--- src/rtl/mci_dmi_pkg.sv ---
// Shared MCI uncore DMI definitions: register addresses and MCU SRAM sequencer state encoding.
package mci_dmi_pkg;

  localparam logic [6:0] MCI_DMI_MCU_SRAM_ADDR = 7'h58;
  localparam logic [6:0] MCI_DMI_MCU_SRAM_DATA = 7'h59;

  typedef enum logic [1:0] {
    StIdle   = 2'd0,
    StRdReq  = 2'd1,
    StRdWait = 2'd2,
    StWrReq  = 2'd3
  } mci_dmi_sram_seq_state_e;

endpackage

--- src/rtl/mci_dmi_mcu_sram_seq.sv ---
// Debug access to MCU SRAM through the indirect ADDR/DATA uncore DMI registers, with an
// auto-incrementing pointer and a one-word read prefetch buffer.
module mci_dmi_mcu_sram_seq
  import mci_dmi_pkg::*;
#(
  parameter int unsigned SRAM_ADDR_W = 16,
  parameter int unsigned DATA_W      = 32
) (
  input  logic                   i_clk,
  input  logic                   i_rst_b,
  input  logic                   i_dmi_access_en,
  input  logic                   i_dmi_reg_en,
  input  logic                   i_dmi_reg_wr_en,
  input  logic [6:0]             i_dmi_reg_addr,
  input  logic [DATA_W-1:0]      i_dmi_reg_wdata,
  output logic [DATA_W-1:0]      o_dmi_reg_rdata,
  output logic                   o_dmi_reg_hit,
  output logic                   o_sram_req,
  output logic                   o_sram_we,
  output logic [SRAM_ADDR_W-1:0] o_sram_addr,
  output logic [DATA_W-1:0]      o_sram_wdata,
  input  logic                   i_sram_gnt,
  input  logic                   i_sram_rvalid,
  input  logic [DATA_W-1:0]      i_sram_rdata,
  output logic                   o_busy,
  output logic                   o_err
);

  mci_dmi_sram_seq_state_e r_state, w_state_d;
  logic [SRAM_ADDR_W-1:0]  r_ptr, w_ptr_d;
  logic [DATA_W-1:0]       r_pf_data, w_pf_data_d;
  logic                    r_pf_valid, w_pf_valid_d;
  logic [DATA_W-1:0]       r_wbuf, w_wbuf_d;
  logic                    r_err, w_err_d;
  // Set when debug access is revoked mid-transaction; the in-flight result must not be kept.
  logic                    r_abort, w_abort_d;

  logic w_sel_addr, w_sel_data, w_acc, w_idle;
  logic w_addr_wr, w_data_wr, w_data_rd, w_illegal;

  assign w_sel_addr = (i_dmi_reg_addr == MCI_DMI_MCU_SRAM_ADDR);
  assign w_sel_data = (i_dmi_reg_addr == MCI_DMI_MCU_SRAM_DATA);
  assign w_acc      = i_dmi_reg_en && i_dmi_access_en;
  assign w_idle     = (r_state == StIdle);
  assign w_addr_wr  = w_acc && i_dmi_reg_wr_en && w_sel_addr;
  assign w_data_wr  = w_acc && i_dmi_reg_wr_en && w_sel_data;
  assign w_data_rd  = w_acc && !i_dmi_reg_wr_en && w_sel_data;
  assign w_illegal  = ((w_addr_wr || w_data_wr || w_data_rd) && !w_idle) ||
                      (w_data_rd && !r_pf_valid);

  assign o_dmi_reg_hit = i_dmi_reg_en && (w_sel_addr || w_sel_data);

  always_comb begin
    o_dmi_reg_rdata = '0;
    if (i_dmi_access_en) begin
      if (w_sel_addr) begin
        o_dmi_reg_rdata = DATA_W'(r_ptr);
      end else if (w_sel_data && w_idle && r_pf_valid) begin
        o_dmi_reg_rdata = r_pf_data;
      end
    end
  end

  always_comb begin
    w_state_d    = r_state;
    w_ptr_d      = r_ptr;
    w_pf_data_d  = r_pf_data;
    w_pf_valid_d = r_pf_valid;
    w_wbuf_d     = r_wbuf;
    w_err_d      = r_err;
    w_abort_d    = r_abort;

    if (!i_dmi_access_en) begin
      w_pf_valid_d = 1'b0;
      if (!w_idle) w_abort_d = 1'b1;
    end
    if (w_illegal) w_err_d = 1'b1;

    unique case (r_state)
      StIdle: begin
        w_abort_d = 1'b0;
        if (!w_illegal) begin
          if (w_addr_wr) begin
            w_ptr_d      = i_dmi_reg_wdata[SRAM_ADDR_W-1:0];
            w_pf_valid_d = 1'b0;
            w_err_d      = 1'b0;
            w_state_d    = StRdReq;
          end else if (w_data_rd) begin
            w_ptr_d      = r_ptr + SRAM_ADDR_W'(1);
            w_pf_valid_d = 1'b0;
            w_state_d    = StRdReq;
          end else if (w_data_wr) begin
            w_wbuf_d     = i_dmi_reg_wdata;
            w_pf_valid_d = 1'b0;
            w_state_d    = StWrReq;
          end
        end
      end
      StRdReq: begin
        if (i_sram_gnt) w_state_d = StRdWait;
      end
      StRdWait: begin
        if (i_sram_rvalid) begin
          if (i_dmi_access_en && !r_abort) begin
            w_pf_data_d  = i_sram_rdata;
            w_pf_valid_d = 1'b1;
          end
          w_state_d = StIdle;
        end
      end
      StWrReq: begin
        if (i_sram_gnt) begin
          w_ptr_d   = r_ptr + SRAM_ADDR_W'(1);
          w_state_d = (i_dmi_access_en && !r_abort) ? StRdReq : StIdle;
        end
      end
      default: w_state_d = StIdle;
    endcase
  end

  always_ff @(posedge i_clk or negedge i_rst_b) begin
    if (!i_rst_b) begin
      r_state    <= StIdle;
      r_ptr      <= '0;
      r_pf_data  <= '0;
      r_pf_valid <= 1'b0;
      r_wbuf     <= '0;
      r_err      <= 1'b0;
      r_abort    <= 1'b0;
    end else begin
      r_state    <= w_state_d;
      r_ptr      <= w_ptr_d;
      r_pf_data  <= w_pf_data_d;
      r_pf_valid <= w_pf_valid_d;
      r_wbuf     <= w_wbuf_d;
      r_err      <= w_err_d;
      r_abort    <= w_abort_d;
    end
  end

  // All SRAM-side outputs decode registers only, so they hold steady across a stalled request.
  assign o_sram_req   = (r_state == StRdReq) || (r_state == StWrReq);
  assign o_sram_we    = (r_state == StWrReq);
  assign o_sram_addr  = r_ptr;
  assign o_sram_wdata = r_wbuf;
  assign o_busy       = !w_idle;
  assign o_err        = r_err;

endmodule

--- config.mk ---
export PLATFORM = sky130hd
export DESIGN_NAME = mci_dmi_mcu_sram_seq
export DESIGN_NICKNAME = d
export VERILOG_FILES = /design/src/rtl/mci_dmi_pkg.sv /design/src/rtl/mci_dmi_mcu_sram_seq.sv
export SDC_FILE = /design/constraint.sdc
export NUM_CORES = 1
export LEC_CHECK = 0
export BUFFER_PORTS_ARGS = -buffer_cell sky130_fd_sc_hd__buf_2
export CORE_ASPECT_RATIO = 0.5
export CORE_UTILIZATION = 25
export CTS_BUF_LIST = sky130_fd_sc_hd__clkbuf_16
export DETAILED_ROUTE_END_ITERATION = 12
export HOLD_SLACK_MARGIN = 0.08
export PLACE_DENSITY_LB_ADDON = 0.1
export SYNTH_ARGS = -nofsm -noshare
export SYNTH_HDL_FRONTEND = slang
export SYNTH_SLANG_ARGS = --single-unit
--- constraint.sdc ---
create_clock -name i_clk -period 2.15 [get_ports i_clk]
set_clock_uncertainty 0.1 [all_clocks]
set_input_delay 0.43 -clock i_clk [delete_from_list [all_inputs] [get_ports i_clk]]
set_output_delay 0.43 -clock i_clk [all_outputs]
set_load 0.05 [all_outputs]
After elaboration in Yosys (flattened, before gate mapping)

Index checks and enable logic that the tools add are counted.

Bits in registers: 85
Bits of input ports: 78
Word-level logic and storage cells: 81

Add/sub/neg operators: 1
Equal/unequal tests: 12
Multiplexer cells: 31
Bitwise gates (word level): 3
Reductions and logical operators: 27

Operators with widths:

| kind                  | number |
|---|---|
| $mux 32               | 3 |
| $mux 16               | 4 |
| $pmux 16 s2           | 1 |
| $add 16x1->16 const B | 1 |
| $eq 7x7->1 const B    | 2 |
| $mux 1                | 14 |
| $mux 2                | 7 |
| $logic_and 1x1->1     | 12 |
| $reduce_and 5->1      | 2 |
| $pmux 2 s4            | 1 |
| $ne 2x2->1 const B    | 3 |
| $logic_or 1x1->1      | 5 |
| $eq 2x2->1 const B    | 2 |
| $logic_not 1->1       | 4 |
| $ne 2x1->1 const B    | 2 |
| $ne 4x1->1 const B    | 1 |
| $reduce_and 4->1      | 1 |
| $ne 3x1->1 const B    | 1 |
| $not 1->1             | 3 |
| $reduce_and 3->1      | 1 |
| $eq 2x1->1 const B    | 1 |
| $logic_not 2->1       | 1 |
| $pmux 1 s2            | 1 |
| $reduce_bool 2->1     | 1 |

Longest topological paths before layout

Depth in word-level cells: 11
Mapped depth: 8

Worst setup path before layout

OpenSTA, ideal clock, no wires.

Path kind: input port to output port
From: input i_dmi_reg_addr[2]
To: output o_dmi_reg_rdata[13]
Arrival: 2175 ps
Required time: 1620 ps
Path slack: -555 ps
Stages on the path: 6
Cells stage by stage: and4bb_4 -> nand3_2 -> nor2_1 -> clkbuf_1 -> a22oi_1 -> nor2b_1

Word-level cells in the longest chain between the ends: 6

Ends and longest elaborated chain:

| what                            | RTL line                   | RTL |
|---|---|---|
| from (decl)                     | mci_dmi_mcu_sram_seq.sv:14 | `input logic [6:0] i_dmi_reg_addr,` |
| $eq 7x7->1                      | mci_dmi_mcu_sram_seq.sv:42 | `assign w_sel_data = (i_dmi_reg_addr == MCI_DMI_MCU_SRAM_DATA);` |
| $logic_and 1x1->1 (2 in series) | mci_dmi_mcu_sram_seq.sv:58 | `end else if (w_sel_data && w_idle && r_pf_valid) begin` |
| $mux 32                         | mci_dmi_mcu_sram_seq.sv:58 |  |
| $mux 32 (*)                     | mci_dmi_mcu_sram_seq.sv:56 | `if (w_sel_addr) begin` |
| $mux 32 (*)                     | mci_dmi_mcu_sram_seq.sv:55 | `if (i_dmi_access_en) begin` |
| to (decl)                       | mci_dmi_mcu_sram_seq.sv:16 | `output logic [DATA_W-1:0] o_dmi_reg_rdata,` |

Every way passes the cells marked *; elsewhere a longest branch is shown, timed or not.

Worst setup path after layout

From: register r_state[1]
To: output o_dmi_reg_rdata[8]

Word-level cells in the longest chain between the ends: 6

Ends and longest elaborated chain:

| what                            | RTL line                    | RTL |
|---|---|---|
| from (decl)                     | mci_dmi_mcu_sram_seq.sv:29  | `mci_dmi_sram_seq_state_e r_state, w_state_d;` |
| from (signal assigned)          | mci_dmi_mcu_sram_seq.sv:123 | `r_state <= StIdle;` |
| from (signal assigned)          | mci_dmi_mcu_sram_seq.sv:131 | `r_state <= w_state_d;` |
| $logic_not 2->1                 | mci_dmi_mcu_sram_seq.sv:44  | `assign w_idle = (r_state == StIdle);` |
| $logic_and 1x1->1 (2 in series) | mci_dmi_mcu_sram_seq.sv:58  |  |
| $mux 32                         | mci_dmi_mcu_sram_seq.sv:58  |  |
| $mux 32                         | mci_dmi_mcu_sram_seq.sv:56  |  |
| $mux 32                         | mci_dmi_mcu_sram_seq.sv:55  |  |

No other way between the ends.

==> results.md <==
- Period utilization: 109%
- CTS Buf Count: 9
- Area grow syn2layout: 52.3%
- TritonCTS clock tree: done
- DR WL/cell: around 17 um
- Status: finished with violations
- Synth area leader: dfrtp_1
- Ports: between 150 and 200
- Synth cell types: 40
- Die X: 188 um
- Nets@finish: 642
- Most frequent cell after synthesis: dfrtp_1
- Leak: about 3.2 nW
- Slew HR: roughly three quarters
- Actual slew at the worst max-slew pin: around 400 ps
- Yosys reg bits: 85
- Root Buffer: clkbuf_16
- Core Area: roughly 0.017 mm2
- Final min period: between 2000 and 2500 ps
- Fmax: 0.426 GHz
- Top post-synthesis cells by count: dfrtp_1 (85), mux2_2 (34), mux2_4 (30)
- Post-route insts no fill: a little under 800
- Top cell type's share of synthesized area: 49.3%
- Vias per cell: between 4 and 5
- Top FF cell, synth: dfrtp_1
- Startpoint Class: flop
- WS Path Type: reg -> out
- Hpwl dp: between 9 and 10 mm
- Filler cell count: 1681
- PnR worst setup slack: -198 ps
- Max-slew violation count: 0
- H-tree depth: 3
- CTS max path bufs: 2
- First-pass GRT wire length: ~20 mm
- Largest net degree at the start of global routing: 39
- Clock sinks: 85
- Die Height: 94.9 um
- Hold Fails Final Rpt: 0
- HP Class: in -> reg
- Unrepaired setup endpoints after global routing: yes
- Die area: roughly 0.018 mm2
- DRC viols: 0
- I/O Buffers: 162
- Post-Synthesis Cell Area: between 0.004 and 0.005 mm2
- Power Density: between 1000 and 1500 mW/mm2
- CP required: approximately 1600 ps
- Detailed Routing Iterations Pass 1: 4
- Vias: between 3000 and 4000
- Initial antenna violation count: 0
- Synth Warn #: 0
- Layout cell share with drive strength beyond 1: between 60% and 70%
- Diode count: 0
- Hold-critical path depth: 2
- Clock slew at reported path FFs: roughly 70 ps
- Initial DRC count: around 110
- Placer Congestion: ~0.76
- EDFF count, synth: 0
- FP Rows: 33
- Inst Count DP: roughly 770
- Final setup TNS: -5300 ps
- Synth top area cells: dfrtp_1 (49%), mux2_4 (10%), mux2_2 (8.9%)
- Failing checks: negative setup slack
- Crit path max fanout: 8
- Post-synthesis sequential area ratio: between 40% and 50%
- Async SR Flop Fraction: 100%
- Critical Path AT: approximately 1800 ps
- Final setup viols: 32
- Overall routing resource usage: between 10% and 20%
- Syn Inst Count: 372
- Antenna Nets Post-Route: 0
- GR Overflow Total: 0
- Starting Density: 25.9%
- Post-synthesis area per instance: 11.6 um2
- Syn_nets: between 400 and 500
- Maxcap violations: 0
- Final WL: around 13 mm
- Reg2reg path depth: 9
- Worst setup EP type: output port
- Vias in the first global route: about 3600
- IR drop worst, VDD: between 0.4 and 0.5 mV
- Clock latency on the worst-skew pair: 340 ps
-- sequential cells by signal, indices dropped and copies added (netlist names) --
name	cells
o_err	1
o_sram_addr	16
r_pf_data	32
o_sram_wdata	32
r_pf_valid	1
r_abort	1
r_state	2
-- cell type report --
cell class / instances / area [um2] / share of cell area [%]
tap: 227 / 284 / 4.32
sequential: 85 / 2130 / 32.4
clock inverter: 7 / 91.3 / 1.39
inverter: 5 / 18.8 / 0.285
multi-input combinational: 255 / 2310 / 35.2
clock buffer: 9 / 225 / 3.43
timing repair buffer: 203 / 1520 / 23.1
-- critical path, stage by stage, from the launching register on --
cell and delay (ps):
dfrtp_1 390, inv_2 90, ha_4 160, nand3_4 70, nor2_4 200, buf_8 180
a22oi_2 100, nor2b_4 140, buf_8 150
-- layer usage --
layer  vias up  GRT usage, %  share of wire, %
li1       1725             -                 -
met1      1761          20.3                49
met2       100          23.3                46
met3         7          3.86               4.9
met4         0          2.85              0.56
met5         -             0                 0
-- worst paths after layout --
check                                     startpoint                            to  slack [ps]
min reg2reg                r_pf_data[31]$_DFFE_PN0P_     r_pf_data[31]$_DFFE_PN0P_         400
max in group asynchronous                    i_rst_b          r_pf_valid$_DFF_PN0_        1060
max                           r_state[1]$_DFFE_PN0P_            o_dmi_reg_rdata[8]        -200
min in group asynchronous                    i_rst_b  o_sram_wdata[11]$_DFFE_PN0P_         380
max reg2reg                   r_state[1]$_DFFE_PN0P_   o_sram_addr[11]$_DFFE_PN0P_         140
min                              i_dmi_reg_wdata[29]  o_sram_wdata[29]$_DFFE_PN0P_         210
-- power breakdown --
group	internal, mW	leakage [nW]	switching (mW)
combinational	1.26	2.01	1.56
clock	0.933	0.152	0.740
sequential	2.04	1.09	0.360
-- metrics by stage --
step | power [mW] | hold slack (ps) | util [%] | setup slack [ps] | area, um2
floorplan | 3.91 | 34.4 | - | 5.95 | 4490
global placement | 4.76 | 209 | 34.5 | -226 | 5730
detailed placement | 4.77 | 210 | 34.5 | -249 | 5730
CTS | 6.55 | 197 | 38.3 | -233 | 6370
global route | 7.31 | 188 | 39.5 | -286 | 6580
finish | 6.89 | 210 | 39.5 | -198 | 6580
-- cell usage in the layout (no fill, tap or decap), drive strengths merged, types with 2 or more instances in the layout --
master	count
a31oi	2
a2bb2oi	3
o22ai	2
nand3	14
nor2b	20
nand2b	3
ha	5
clkbuf	11
mux2i	3
o21ai	20
mux2	64
and4	3
buf	200
a21oi	28
nand2	20
dfrtp	85
nand4	7
and3	20
inv	9
a22oi	16
nor2	9
-- logic make-up (layout without fill, tap and decap cells) --
logic type,count (synthesis),count (layout),share of synthesized area (%)
xor gates and xnor gates,1,1,0.203
AOI/OAI and AO/OA,78,78,11.3
and+or+nand+nor,104,104,13.7
DFF,85,85,49.3
adders and majority gates,5,5,1.45
buffers and inverters,32,224,4.03
muxes,67,67,20.0
-- timing repair --
item,4_1_cts,5_1_grt
gates resized for setup,89,30
buffers inserted,0,5
cloned,1,3
setup endpoints to repair,33,49
endpoints found under the hold margin,12,0
hold buffers,1,0
pin swaps,13,13
(Power assumes the default switching activity.)
